$ cat config.mk
export PLATFORM = sky130hd
export DESIGN_NAME = frame_buffer_arbiter
export DESIGN_NICKNAME = d
export VERILOG_FILES = /design/src/rtl/fb_pkg.sv /design/src/rtl/frame_buffer_arbiter_rise_detect.sv /design/src/rtl/frame_buffer_arbiter.sv
export SDC_FILE = /design/constraint.sdc
export NUM_CORES = 1
export LEC_CHECK = 0
export ABC_AREA = 0
export ABC_CLOCK_PERIOD_IN_PS = 3900
export CORE_UTILIZATION = 49
export CTS_CLUSTER_DIAMETER = 80
export CTS_CLUSTER_SIZE = 10
export DETAILED_ROUTE_END_ITERATION = 12
export PLACE_DENSITY = 0.86
export RECOVER_POWER = 100
export SYNTH_ARGS = -nofsm -noshare
export SYNTH_HDL_FRONTEND = slang
export SYNTH_HIERARCHICAL = 1
export SYNTH_SLANG_ARGS = --single-unit
$ cat constraint.sdc
create_clock -name clk_100Mhz -period 3.9 [get_ports clk_100Mhz]
set_input_delay 0.39 -clock clk_100Mhz [delete_from_list [all_inputs] [get_ports clk_100Mhz]]
set_output_delay 0.39 -clock clk_100Mhz [all_outputs]
set_load 0.005 [all_outputs]
$ cat src/rtl/fb_pkg.sv
// Shared types and constants for the triple-buffer frame arbiter.
// No logic of its own; no latency; no backpressure.
// Holds the index type, the default DDR bases, the FSM encoding and the spare-index helper.
package fb_pkg;

    typedef logic [1:0] fb_idx_t;

    localparam logic [31:0] FB_BASE0_DEF = 32'h0100_0000;
    localparam logic [31:0] FB_BASE1_DEF = 32'h0110_0000;
    localparam logic [31:0] FB_BASE2_DEF = 32'h0120_0000;

    localparam fb_idx_t W_IDX_RST   = 2'd0;
    localparam fb_idx_t R_IDX_RST   = 2'd1;
    localparam fb_idx_t RDY_IDX_RST = 2'd2;

    typedef enum logic {
        ST_IDLE = 1'b0,
        ST_RUN  = 1'b1
    } fb_state_t;

    // With a and b distinct in 0..2, 3-a-b (mod 4) is the remaining buffer.
    function automatic fb_idx_t fb_third_idx(input fb_idx_t a, input fb_idx_t b);
        return fb_idx_t'(2'd3 - a - b);
    endfunction

endpackage

$ cat src/rtl/frame_buffer_arbiter_rise_detect.sv
// One-bit rising-edge detector with a registered history bit.
// Zero latency: the pulse is asserted for the cycle that first samples i_d high; no backpressure.
// The history bit keeps updating continuously, so a long high level yields only one pulse.
module rise_detect (
    input  logic clk,
    input  logic rst_n,
    input  logic i_d,
    output logic o_rise
);

    logic r_prev;

    always_ff @(posedge clk or negedge rst_n) begin
        if (!rst_n) begin
            r_prev <= 1'b0;
        end else begin
            r_prev <= i_d;
        end
    end

    assign o_rise = i_d & ~r_prev;

endmodule

$ cat src/rtl/frame_buffer_arbiter.sv
// Triple-buffer arbiter that hands DDR frame-buffer bases to an AXI writer and an AXI reader.
// One-cycle latency: state, indices and counters update on the edge that first sees an event.
// No backpressure: events arriving in IDLE are dropped; the statistics counters saturate.
module frame_buffer_arbiter #(
    parameter logic [31:0] BASE0 = fb_pkg::FB_BASE0_DEF,
    parameter logic [31:0] BASE1 = fb_pkg::FB_BASE1_DEF,
    parameter logic [31:0] BASE2 = fb_pkg::FB_BASE2_DEF,
    parameter int          CNT_W = 16
) (
    input  logic             clk_100Mhz,
    input  logic             sys_rst_n,
    input  logic             enable,
    input  logic             writer_done,
    input  logic             vsync_sync2,
    output logic [31:0]      w_base_addr,
    output logic [31:0]      r_base_addr,
    output logic [1:0]       w_idx,
    output logic [1:0]       r_idx,
    output logic             r_valid,
    output logic [CNT_W-1:0] frames_written,
    output logic [CNT_W-1:0] frames_dropped,
    output logic [CNT_W-1:0] frames_repeated
);

    import fb_pkg::*;

    localparam logic [CNT_W-1:0] CNT_MAX = '1;

    fb_state_t        r_state;
    fb_state_t        w_state_nxt;
    logic             w_run_act;
    logic             w_clear;

    logic             w_done_rise;
    logic             w_vs_rise;

    fb_idx_t          r_wr_idx;
    fb_idx_t          r_rd_idx;
    fb_idx_t          r_rdy_idx;
    logic             r_rdy_valid;
    logic             r_rd_valid;

    logic             w_inc_written;
    logic             w_inc_dropped;
    logic             w_inc_repeated;

    logic [CNT_W-1:0] r_cnt_written;
    logic [CNT_W-1:0] r_cnt_dropped;
    logic [CNT_W-1:0] r_cnt_repeated;

    rise_detect u_done_rise (
        .clk    (clk_100Mhz),
        .rst_n  (sys_rst_n),
        .i_d    (writer_done),
        .o_rise (w_done_rise)
    );

    rise_detect u_vsync_rise (
        .clk    (clk_100Mhz),
        .rst_n  (sys_rst_n),
        .i_d    (vsync_sync2),
        .o_rise (w_vs_rise)
    );

    always_ff @(posedge clk_100Mhz or negedge sys_rst_n) begin
        if (!sys_rst_n) begin
            r_state <= ST_IDLE;
        end else begin
            r_state <= w_state_nxt;
        end
    end

    always_comb begin
        w_state_nxt = r_state;
        case (r_state)
            ST_IDLE: if (enable)  w_state_nxt = ST_RUN;
            ST_RUN:  if (!enable) w_state_nxt = ST_IDLE;
            default: w_state_nxt = ST_IDLE;
        endcase
    end

    // Edges are only honoured while RUN is held; the leaving edge restores the buffer map.
    always_comb begin
        w_run_act = 1'b0;
        w_clear   = 1'b0;
        case (r_state)
            ST_RUN: begin
                w_run_act = enable;
                w_clear   = ~enable;
            end
            default: begin
                w_run_act = 1'b0;
                w_clear   = 1'b0;
            end
        endcase
    end

    always_comb begin
        w_inc_written  = 1'b0;
        w_inc_dropped  = 1'b0;
        w_inc_repeated = 1'b0;
        if (w_run_act) begin
            w_inc_written  = w_done_rise;
            w_inc_dropped  = w_done_rise & r_rdy_valid;
            w_inc_repeated = w_vs_rise & ~w_done_rise & ~r_rdy_valid;
        end
    end

    // Swaps keep {writer, reader, ready} a permutation of 0..2 at all times.
    always_ff @(posedge clk_100Mhz or negedge sys_rst_n) begin
        if (!sys_rst_n) begin
            r_wr_idx    <= W_IDX_RST;
            r_rd_idx    <= R_IDX_RST;
            r_rdy_idx   <= RDY_IDX_RST;
            r_rdy_valid <= 1'b0;
            r_rd_valid  <= 1'b0;
        end else if (w_clear) begin
            r_wr_idx    <= W_IDX_RST;
            r_rd_idx    <= R_IDX_RST;
            r_rdy_idx   <= RDY_IDX_RST;
            r_rdy_valid <= 1'b0;
            r_rd_valid  <= 1'b0;
        end else if (w_run_act) begin
            case ({w_done_rise, w_vs_rise})
                2'b10: begin
                    r_rdy_idx   <= r_wr_idx;
                    r_rdy_valid <= 1'b1;
                    r_wr_idx    <= fb_third_idx(r_wr_idx, r_rd_idx);
                end
                2'b01: begin
                    if (r_rdy_valid) begin
                        r_rd_idx    <= r_rdy_idx;
                        r_rdy_idx   <= r_rd_idx;
                        r_rdy_valid <= 1'b0;
                        r_rd_valid  <= 1'b1;
                    end
                end
                2'b11: begin
                    r_rd_idx    <= r_wr_idx;
                    r_wr_idx    <= fb_third_idx(r_wr_idx, r_rd_idx);
                    r_rdy_idx   <= r_rd_idx;
                    r_rdy_valid <= 1'b0;
                    r_rd_valid  <= 1'b1;
                end
                default: begin
                    r_rdy_valid <= r_rdy_valid;
                end
            endcase
        end
    end

    always_ff @(posedge clk_100Mhz or negedge sys_rst_n) begin
        if (!sys_rst_n) begin
            r_cnt_written  <= '0;
            r_cnt_dropped  <= '0;
            r_cnt_repeated <= '0;
        end else begin
            if (w_inc_written && r_cnt_written != CNT_MAX) begin
                r_cnt_written <= r_cnt_written + 1'b1;
            end
            if (w_inc_dropped && r_cnt_dropped != CNT_MAX) begin
                r_cnt_dropped <= r_cnt_dropped + 1'b1;
            end
            if (w_inc_repeated && r_cnt_repeated != CNT_MAX) begin
                r_cnt_repeated <= r_cnt_repeated + 1'b1;
            end
        end
    end

    function automatic logic [31:0] base_of(input fb_idx_t idx);
        case (idx)
            2'd0:    return BASE0;
            2'd1:    return BASE1;
            2'd2:    return BASE2;
            default: return BASE0;
        endcase
    endfunction

    assign w_base_addr     = base_of(r_wr_idx);
    assign r_base_addr     = base_of(r_rd_idx);
    assign w_idx           = r_wr_idx;
    assign r_idx           = r_rd_idx;
    assign r_valid         = r_rd_valid;
    assign frames_written  = r_cnt_written;
    assign frames_dropped  = r_cnt_dropped;
    assign frames_repeated = r_cnt_repeated;

endmodule
==> metrics, run 1 <==
Core Rows=30; Slew Viols, Final=0; Synth-to-Final Area Change=20.0%; Slew @ Worst Pin=740 ps; P per Cell Area=414 mW/mm^2; FF-to-FF Start=u_vsync_rise/r_prev$_DFF_PN0_; Avg WL per Cell=12.9 microns; footprint of the multi-input gates=0.00162 sq mm; total track usage=18.3%; fraction of layout cells with a size suffix above 1=8.40%; Die W=around 86 microns; Mapped Avg Cell Area=10.2 sq um; Critical Path Start=writer_done; I/O Buffers=approximately 60; slew margin rel.=50.2%; Tcrit/Tclk final=about 70%; Synth top cells by count=buf_4 (60), dfrtp_1 (57), xor2_1 (26); HPWL Detailed=4.50 mm; Critical Path Slowest Stage Cell=or4_1; fin worst setup slack=~1200 ps; Placement Setup Slack=between 1000 and 1500 ps; crit path DAT=2940 ps; Initial Util=50.6%; outcome=finished, final reports clean; WL final=between 6 and 7 mm; crit path time final=2680 ps; max_cap viols=0; Pre-antenna DRT Iters=4; clock buffer depth=2; skew final=4.39 ps; TritonCTS clock tree=yes; # diodes=0; Cells after Synth=335; RSZ-0062 raised after global routing=no; peak supply drop=310 uV; initial antenna violation count=0; cell taking the most area after synthesis=dfrtp_1; number of global-route vias before repair=2241; nets@finish=412; top-count cell post-synth=buf_4; critical path, cell by cell=dlygate4sd3_1 > nor2b_1 > inv_1 > ha_1 > nand4b_1 > or4_1 > nor4_1 > xor2_1; slowest stage delay, CP=690 ps; TritonCTS sink count=59; first-pass GRT wire length=between 10 and 15 mm; Yosys reg bits=59; vias per cell=5.13; Hold Fails Final Rpt=0; post-route DRC violation count=0; Final Setup Violations=0; most area-consuming cells after synthesis=dfrtp_1 (42%), buf_4 (13%), xor2_1 (6.7%); Core Region=0.00676 sq mm; pin count of the biggest net entering global routing=60; TNS Setup=0 ps; Yosys cell types=45; clock tree root buffer cell=clkbuf_8; total power=1700 uW; Synth Flop Type=dfrtp_1; register area=0.00148 sq mm; GRT overflow=0; I/O pin count=122; P_leak=0.00208 uW; die area=0.00732 sq mm; yosys synthesis warning count=6; gpl congestion=0.873; Crit. End Element=register; Filler cells=586; Post-CTS Hold Buffers=0; post-cts sizing count=0; Peak Freq=373 MHz; Setup CP Type=in -> reg; die extent in y=about 86 microns; Crit Path Max Fanout=9; via count=2489; sequential fraction of the synthesis area=between 40% and 50%; share of the synthesized area in the top cell type=41.7%; number of synthesized flops with an enable pin=0; H-Tree Depth=3; Post-synth ARST share=100%; Hold Crit Class=in -> async; antenna-violating nets left=0; CTS clk-pin slew, worst paths=70 ps; CP startpoint kind=input pin; Post-CTS Setup Repair Bufs=0; Starting DRT DRC Count=103; Worst EP required=4160 ps; Worst-Skew Late Latency=between 300 and 400 ps; Cell Area, Synth=0.00342 sq mm; TritonCTS Buffers=9
report_power, final:
part           total [uW]  internal [uW]  switching (uW)
sequential            745            670            74.9
clock                 720            476             245
combinational         236            133             103
sequential cells by signal, indices dropped and copies added (netlist names):
| register | flops |
|---|---|
| u_done_rise/r_prev | 1 |
| r_rdy_idx | 2 |
| frames_written | 16 |
| w_idx | 2 |
| r_state | 1 |
| u_vsync_rise/r_prev | 1 |
| r_rdy_valid | 1 |
| r_idx | 2 |
| frames_repeated | 16 |
| frames_dropped | 16 |
| r_valid | 1 |
layout by cell type, fill, tap and decap left out, types with 12 or more instances in the layout:
cell and instances:
clkbuf_8 12, conb_1 60, dfrtp_1 57, dlygate4sd3_1 59, nand2_1 12, nand3_1 18, nand4_1 14, nor2_1 12
nor3_1 15, xnor2_1 15, xor2_1 26
layer usage:
metal | wire length, microns | GRT usage [%] | up-vias | share of wire [%]
met5 | 0 | 0 | - | 0
met4 | 104 | 7.73 | 0 | 1.7
met3 | 346 | 5.68 | 12 | 5.5
met2 | 3080 | 30.0 | 87 | 49
met1 | 2740 | 22.4 | 1197 | 44
li1 | - | - | 1193 | -
kinds of logic after synthesis:
family                     Yosys count  synth area share (%)
adders and majority gates            7                  2.56
DFF                                 59                  43.2
other                                2                 0.219
buffers and inverters               74                  14.7
xor gates and xnor gates            41                  10.5
and+or+nand+nor                    110                  19.5
muxes                               12                  3.84
AOI/OAI and AO/OA                   30                  5.48
worst max-delay path, delay by kind of cell:
kind | cells | cell delay (ps)
simple gates | 4 | 1540
buf+inv | 2 | 640
xor+xnor | 1 | 190
fa+ha+maj | 1 | 170
worst paths after layout:
kind	end	slack, ps	cells after the start
max in group asynchronous	frames_repeated[2]$_DFFE_PN0P_	3220	2
hold / removal	frames_dropped[9]$_DFFE_PN0P_	190	2
hold reg to reg	frames_written[15]$_DFFE_PN0P_	500	1
setup reg to reg	frames_repeated[15]$_DFFE_PN0P_	1560	6
setup / recovery	frames_repeated[15]$_DFFE_PN0P_	1220	8
min in group clk_100Mhz	frames_written[15]$_DFFE_PN0P_	500	1
layout make-up:
type / count / area share (%)
Multi-Input combinational cell: 260 / 39.5
Sequential cell: 59 / 36.0
Timing Repair Buffer: 62 / 14.9
Clock buffer: 12 / 4.02
Tap cell: 80 / 2.44
Clock inverter: 4 / 2.32
Inverter: 8 / 0.731
metrics by stage:
step	std cells	area (sq um)	utilization, %	hold slack (ps)
final	485	4110	60.8	195
after global routing	485	4110	60.8	250
after CTS	485	4140	61.3	217
after detailed placement	469	3880	57.4	498
after global placement	469	3880	57.4	481
after floorplan	393	3640	-	94.4
No activity file was read; power rests on OpenSTA's default activity.
==> run 2, diff against run 1 <==
- ABC_CLOCK_PERIOD_IN_PS: 3900 -> 2700
- CORE_UTILIZATION: 49 -> 45
- PLACE_DENSITY: 0.86 -> 0.8
- clock period: 3.9 -> 2.7 ns (I/O delays scaled with it)
==> run 2 against run 1 <==
Effect of this change:
- the flow now finishes with violations (capacitance limit, slew limit)
- first-iteration DRC count rose by 7.8%
- combinational power up 47%
- count of clock-buffer cells in the layout increased by 2
- setup slack got worse by 930 ps
- sequential share of layout area rose by 0.088 points
- power rose by 34%
- largest power group unchanged
==> metrics, run 2 (synthesis results as in run 1) <==
commonest non-fill, non-tap cell in the layout=conb_1; TritonCTS sink count=59 (unchanged); Avg WL per Cell=13.1 microns (+1.7%); failing checks=capacitance limit, slew limit; total power=2290 uW (+34%); post-cts sizing count=0 (unchanged); Hold Crit Class=reg -> reg; max_cap viols=1 (+1); DRT met1 WL=2.87 mm (+5.0%); Synth-to-Final Area Change=19.7%; Core Region=0.00729 sq mm (+7.9%); slowest stage delay, CP=630 ps (-60 ps); Starting DRT DRC Count=111 (+7.8%); peak supply drop=501 uV (+62%); RSZ-0062 raised after global routing=no; Met3 Wirelength=322 microns (-6.9%); GRT overflow=0 (unchanged); I/O Buffers=61 (unchanged); P per Cell Area=558 mW/mm^2 (+35%); Post-CTS Setup Repair Bufs=0 (unchanged); slew margin rel.=-50.9% (-100 points); post-route DRC violation count=0 (unchanged); Critical Path Start=writer_done; Pre-antenna DRT Iters=4 (unchanged); Initial Util=46.9% (-3.7 points); crit path time final=2410 ps; TritonCTS Buffers=9 (unchanged); die area=0.00796 sq mm (+8.7%); sequential power share=47.3% (+3.5 points); Slew Viols, Final=44 (+44); Core Rows=31 (+3.3%); skew final=8.83 ps (+4.44 ps); most frequent cells in the layout=conb_1 (60), dlygate4sd3_1 (59), dfrtp_1 (57); number of global-route vias before repair=2203 (-1.7%); worst hold slack=492 ps (+297 ps); P_leak=0.00205 uW (-1.3%); Crit Path Max Fanout=9 (unchanged); outcome=complete, but fails checks; Worst-Skew Late Latency=320 ps (-20 ps); first-pass GRT wire length=10.5 mm (+1.7%); clock tree root buffer cell=clkbuf_8; fraction of layout cells with a size suffix above 1=7.62% (-0.78 points); Pint=1690 uW (+32%); HPWL Detailed=4.86 mm (+7.9%); total track usage=17.4% (-0.94 points); clock share of power=37.5% (-4.8 points); Die W=89.2 microns (+4.2%); top routing layer used=met4; Hold Crit Start=frames_repeated[7]$_DFFE_PN0P_; WL final=6.65 mm (+6.1%); FF-to-FF Start=frames_repeated[0]$_DFFE_PN0P_; switching fraction of total power=26.2% (+1.4 points); power share of the combinational group=15.2% (+1.3 points); Hold Fails Final Rpt=0 (unchanged); Post-CTS Hold Buffers=0 (unchanged); Worst EP required=2950 ps (-1210 ps); fin worst setup slack=289 ps (-931 ps); Final Core Density=56.2% (-4.6 points); Slew @ Worst Pin=2260 ps (+1520 ps); via count=2505 (+0.64%); CP startpoint kind=input pin; Final Setup Violations=0 (unchanged); critical path, cell by cell=dlygate4sd3_1 > nor2b_4 > inv_1 > ha_1 > nand4b_4 > or4_1 > nor4_1 > xor2_1; Peak Freq=415 MHz; H-Tree Depth=3 (unchanged); Setup CP Type=in -> reg; Tcrit/Tclk final=89.3%; # diodes=0 (unchanged); Placement Setup Slack=111 ps (-1160 ps); Switching Power=599 uW (+42%); I/O pin count=122 (unchanged); CTS clk-pin slew, worst paths=70 ps (about the same); clock buffer depth=2 (unchanged); nets@finish=415 (+0.73%); antenna-violating nets left=0 (unchanged); Critical Path Slowest Stage Cell=or4_1; crit path DAT=2660 ps (-280 ps); gpl congestion=0.829 (-5.0%); pin count of the biggest net entering global routing=44 (-27%); vias per cell=4.95 (-3.5%); TritonCTS clock tree=yes; WL met2=3.34 mm (+8.6%); initial antenna violation count=0 (unchanged); TNS Setup=0 ps (unchanged); die extent in y=89.2 microns (+4.2%); Crit. End Element=register
[run 2: routing by layer]
metal / vias up / GRT usage (%)
met5: - / 0
met4: 0 / 7.50
met3: 11 / 2.95
met2: 85 / 28.4
met1: 1221 / 22.8
li1: 1188 / -
[run 2: critical path: cells and delay by family]
kind	cells	cell delay [ps]
xor gates and xnor gates	1	190
adders and majority gates	1	230
buffers and inverters	2	620
and+or+nand+nor	4	1350
[run 2: final timing paths]
kind                                                        end  slack, ps  cells after the start
min in group asynchronous        frames_dropped[14]$_DFFE_PN0P_        610                      1
max in group asynchronous         frames_written[2]$_DFFE_PN0P_        700                      2
worst min register to register   frames_repeated[7]$_DFFE_PN0P_        490                      1
worst max-delay path            frames_repeated[15]$_DFFE_PN0P_        290                      8
worst min-delay path             frames_repeated[7]$_DFFE_PN0P_        490                      1
worst max register to register   frames_repeated[1]$_DFFE_PN0P_        380                      5
[run 2: per-stage QoR]
stage,instances,area [sq um]
after floorplan,393,3640
after global routing,506,4100
after CTS,506,4140
after global placement,491,3930
final,506,4100
after detailed placement,491,3930
[run 2: power by group through the flow]
stage	Sequential, uW	Combinational (uW)	Clock [uW]
floorplan	1080	225	0
global placement	1090	370	0
detailed placement	1100	383	0
CTS	1080	387	867
global route	1100	390	901
finish	1080	348	857
[run 2: area by class of cell]
type | count | area, sq um
inverter | 8 | 30.0
clock inverter | 1 | 30.0
tap | 99 | 124
clock buffer | 14 | 183
timing repair buffer | 65 | 619
fill | 648 | 3200
sequential | 59 | 1480
multi-input combinational | 260 | 1630
==> run 3, diff against run 2 <==
- RECOVER_POWER: 100 -> default
==> run 3 against run 2 <==
Effect of this change:
- the run now ends clean
- non-clock buffer count unchanged
- utilization is 0.57 points higher
- sequential share of layout area shrank 0.36 points
- clock power barely moved
- critical path depth fell by 1
- clock skew about the same
- critical endpoint unchanged
- largest cell class unchanged
- highest routed layer unchanged
==> metrics, run 3 (synthesis results as in run 1) <==
outcome=finished, final reports clean; die area=0.00796 sq mm (unchanged); P per Cell Area=561 mW/mm^2 (+0.59%); vias per cell=4.96 (+0.24%); # diodes=0 (unchanged); peak supply drop=521 uV (+4.0%); first-pass GRT wire length=10.5 mm (unchanged); Slew Viols, Final=0 (-100%); TNS Setup=0 ps (unchanged); CP startpoint kind=input pin; pin count of the biggest net entering global routing=44 (unchanged); Pre-antenna DRT Iters=4 (unchanged); initial antenna violation count=0 (unchanged); via count=2511 (+0.24%); GRT overflow=0 (unchanged); TritonCTS clock tree=yes; WL final=6.70 mm (+0.83%); crit path time final=2280 ps (-135 ps); Core Rows=31 (unchanged); clock tree root buffer cell=clkbuf_8; Die W=89.2 microns (unchanged); R2R setup slack=490 ps (+110 ps); Hold Fails Final Rpt=0 (unchanged); P_leak=0.00192 uW (-6.3%); most frequent cells in the layout=conb_1 (60), clkdlybuf4s50_1 (60), dfrtp_1 (57); crit path DAT=2520 ps (-140 ps); Crit. End Element=register; skew final=8.73 ps (-0.0962 ps); R2R cell count=6 (+1); clock buffer depth=2 (unchanged); post-cts sizing count=0 (unchanged); FF-to-FF Start=u_vsync_rise/r_prev$_DFF_PN0_; Starting DRT DRC Count=159 (+43%); number of global-route vias before repair=2203 (unchanged); post-route DRC violation count=0 (unchanged); nets@finish=415 (unchanged); H-Tree Depth=3 (unchanged); Core Region=0.00729 sq mm (unchanged); total track usage=17.4% (unchanged); fraction of layout cells with a size suffix above 1=9.83% (+2.2 points); Synth-to-Final Area Change=20.9%; CTS clk-pin slew, worst paths=70 ps (about the same); Setup CP Type=in -> reg; slew margin rel.=37.3% (+88 points); Worst-Skew Late Latency=320 ps (about the same); Avg WL per Cell=13.2 microns (+0.83%); Initial Util=46.9% (unchanged); antenna-violating nets left=0 (unchanged); Worst R2R End=frames_repeated[15]$_DFFE_PN0P_; gpl congestion=0.829 (unchanged); Worst EP required=2940 ps (about the same); TritonCTS Buffers=9 (unchanged); die extent in y=89.2 microns (unchanged); Tcrit/Tclk final=84.3% (-5.0 points); max_cap viols=0 (-1); TritonCTS sink count=59 (unchanged); RSZ-0062 raised after global routing=no; I/O pin count=122 (unchanged); total power=2320 uW (+1.6%); Crit Path Max Fanout=9 (unchanged); Final Setup Violations=0 (unchanged); Peak Freq=439 MHz (+5.9%); I/O Buffers=61 (unchanged); Hold Crit Class=in -> async; Slew @ Worst Pin=940 ps (-1320 ps); Post-CTS Setup Repair Bufs=0 (unchanged); Post-CTS Hold Buffers=0 (unchanged); HPWL Detailed=4.86 mm (unchanged)
==> run 3: cell count changes in the layout (fill, tap and decap cells not counted), sizes merged <==
cell / change
clkbuf: -5
buf: +5
clkdlybuf4s50: +59
dlygate4sd3: -59
==> run 3: final cells by class <==
cell class | instances | area, sq um
fill | 641 | 3150
timing repair buffer | 65 | 636
inverter | 8 | 30.0
tap | 99 | 124
sequential | 59 | 1480
multi-input combinational | 260 | 1660
clock inverter | 1 | 30.0
clock buffer | 14 | 183
==> run 3: worst max path at each step <==
stage                                        from                              end  slack (ps)
floorplan           u_vsync_rise/r_prev$_DFF_PN0_  frames_repeated[13]$_DFFE_PN0P_         810
global placement                      vsync_sync2  frames_repeated[13]$_DFFE_PN0P_         300
detailed placement                    vsync_sync2  frames_repeated[15]$_DFFE_PN0P_         110
CTS                                   vsync_sync2  frames_repeated[15]$_DFFE_PN0P_         450
global route                          vsync_sync2  frames_repeated[15]$_DFFE_PN0P_         290
finish                                vsync_sync2  frames_repeated[15]$_DFFE_PN0P_         420
==> run 3: stage by stage <==
step / instance area (sq um) / utilization, % / worst slack [ps] / instances / hold WS (ps)
6_report: 4140 / 56.7 / 424 / 506 / 84.6
5_1_grt: 4140 / 56.7 / 289 / 506 / 177
4_1_cts: 4140 / 56.7 / 449 / 506 / 117
3_5_place_dp: 3930 / 53.8 / 111 / 491 / 470
3_3_place_gp: 3930 / 53.8 / 301 / 491 / 464
2_1_floorplan: 3640 / - / 813 / 393 / -25.6
==> run 3: critical path: stages <==
cell             delay, ps
clkdlybuf4s50_1        480
nor2b_4                190
ha_1                   250
nand4b_4               190
or4_4                  590
nor4_1                 360
xor2_1                 190
==> run 3: where the power goes <==
part | internal (uW) | switching [uW] | leakage (uW) | total, uW
logic | 228 | 154 | 0.00103 | 382
registers | 968 | 117 | 0.000788 | 1090
clock network | 523 | 332 | 0.000109 | 855
==> run 3: metal layers <==
layer	global-route usage, %	share of wire, %	vias to the layer above
met4	7.50	1.6	0
met5	0	0	-
met3	2.95	5.0	11
met1	22.8	43	1224
met2	28.4	50	85
li1	-	-	1191
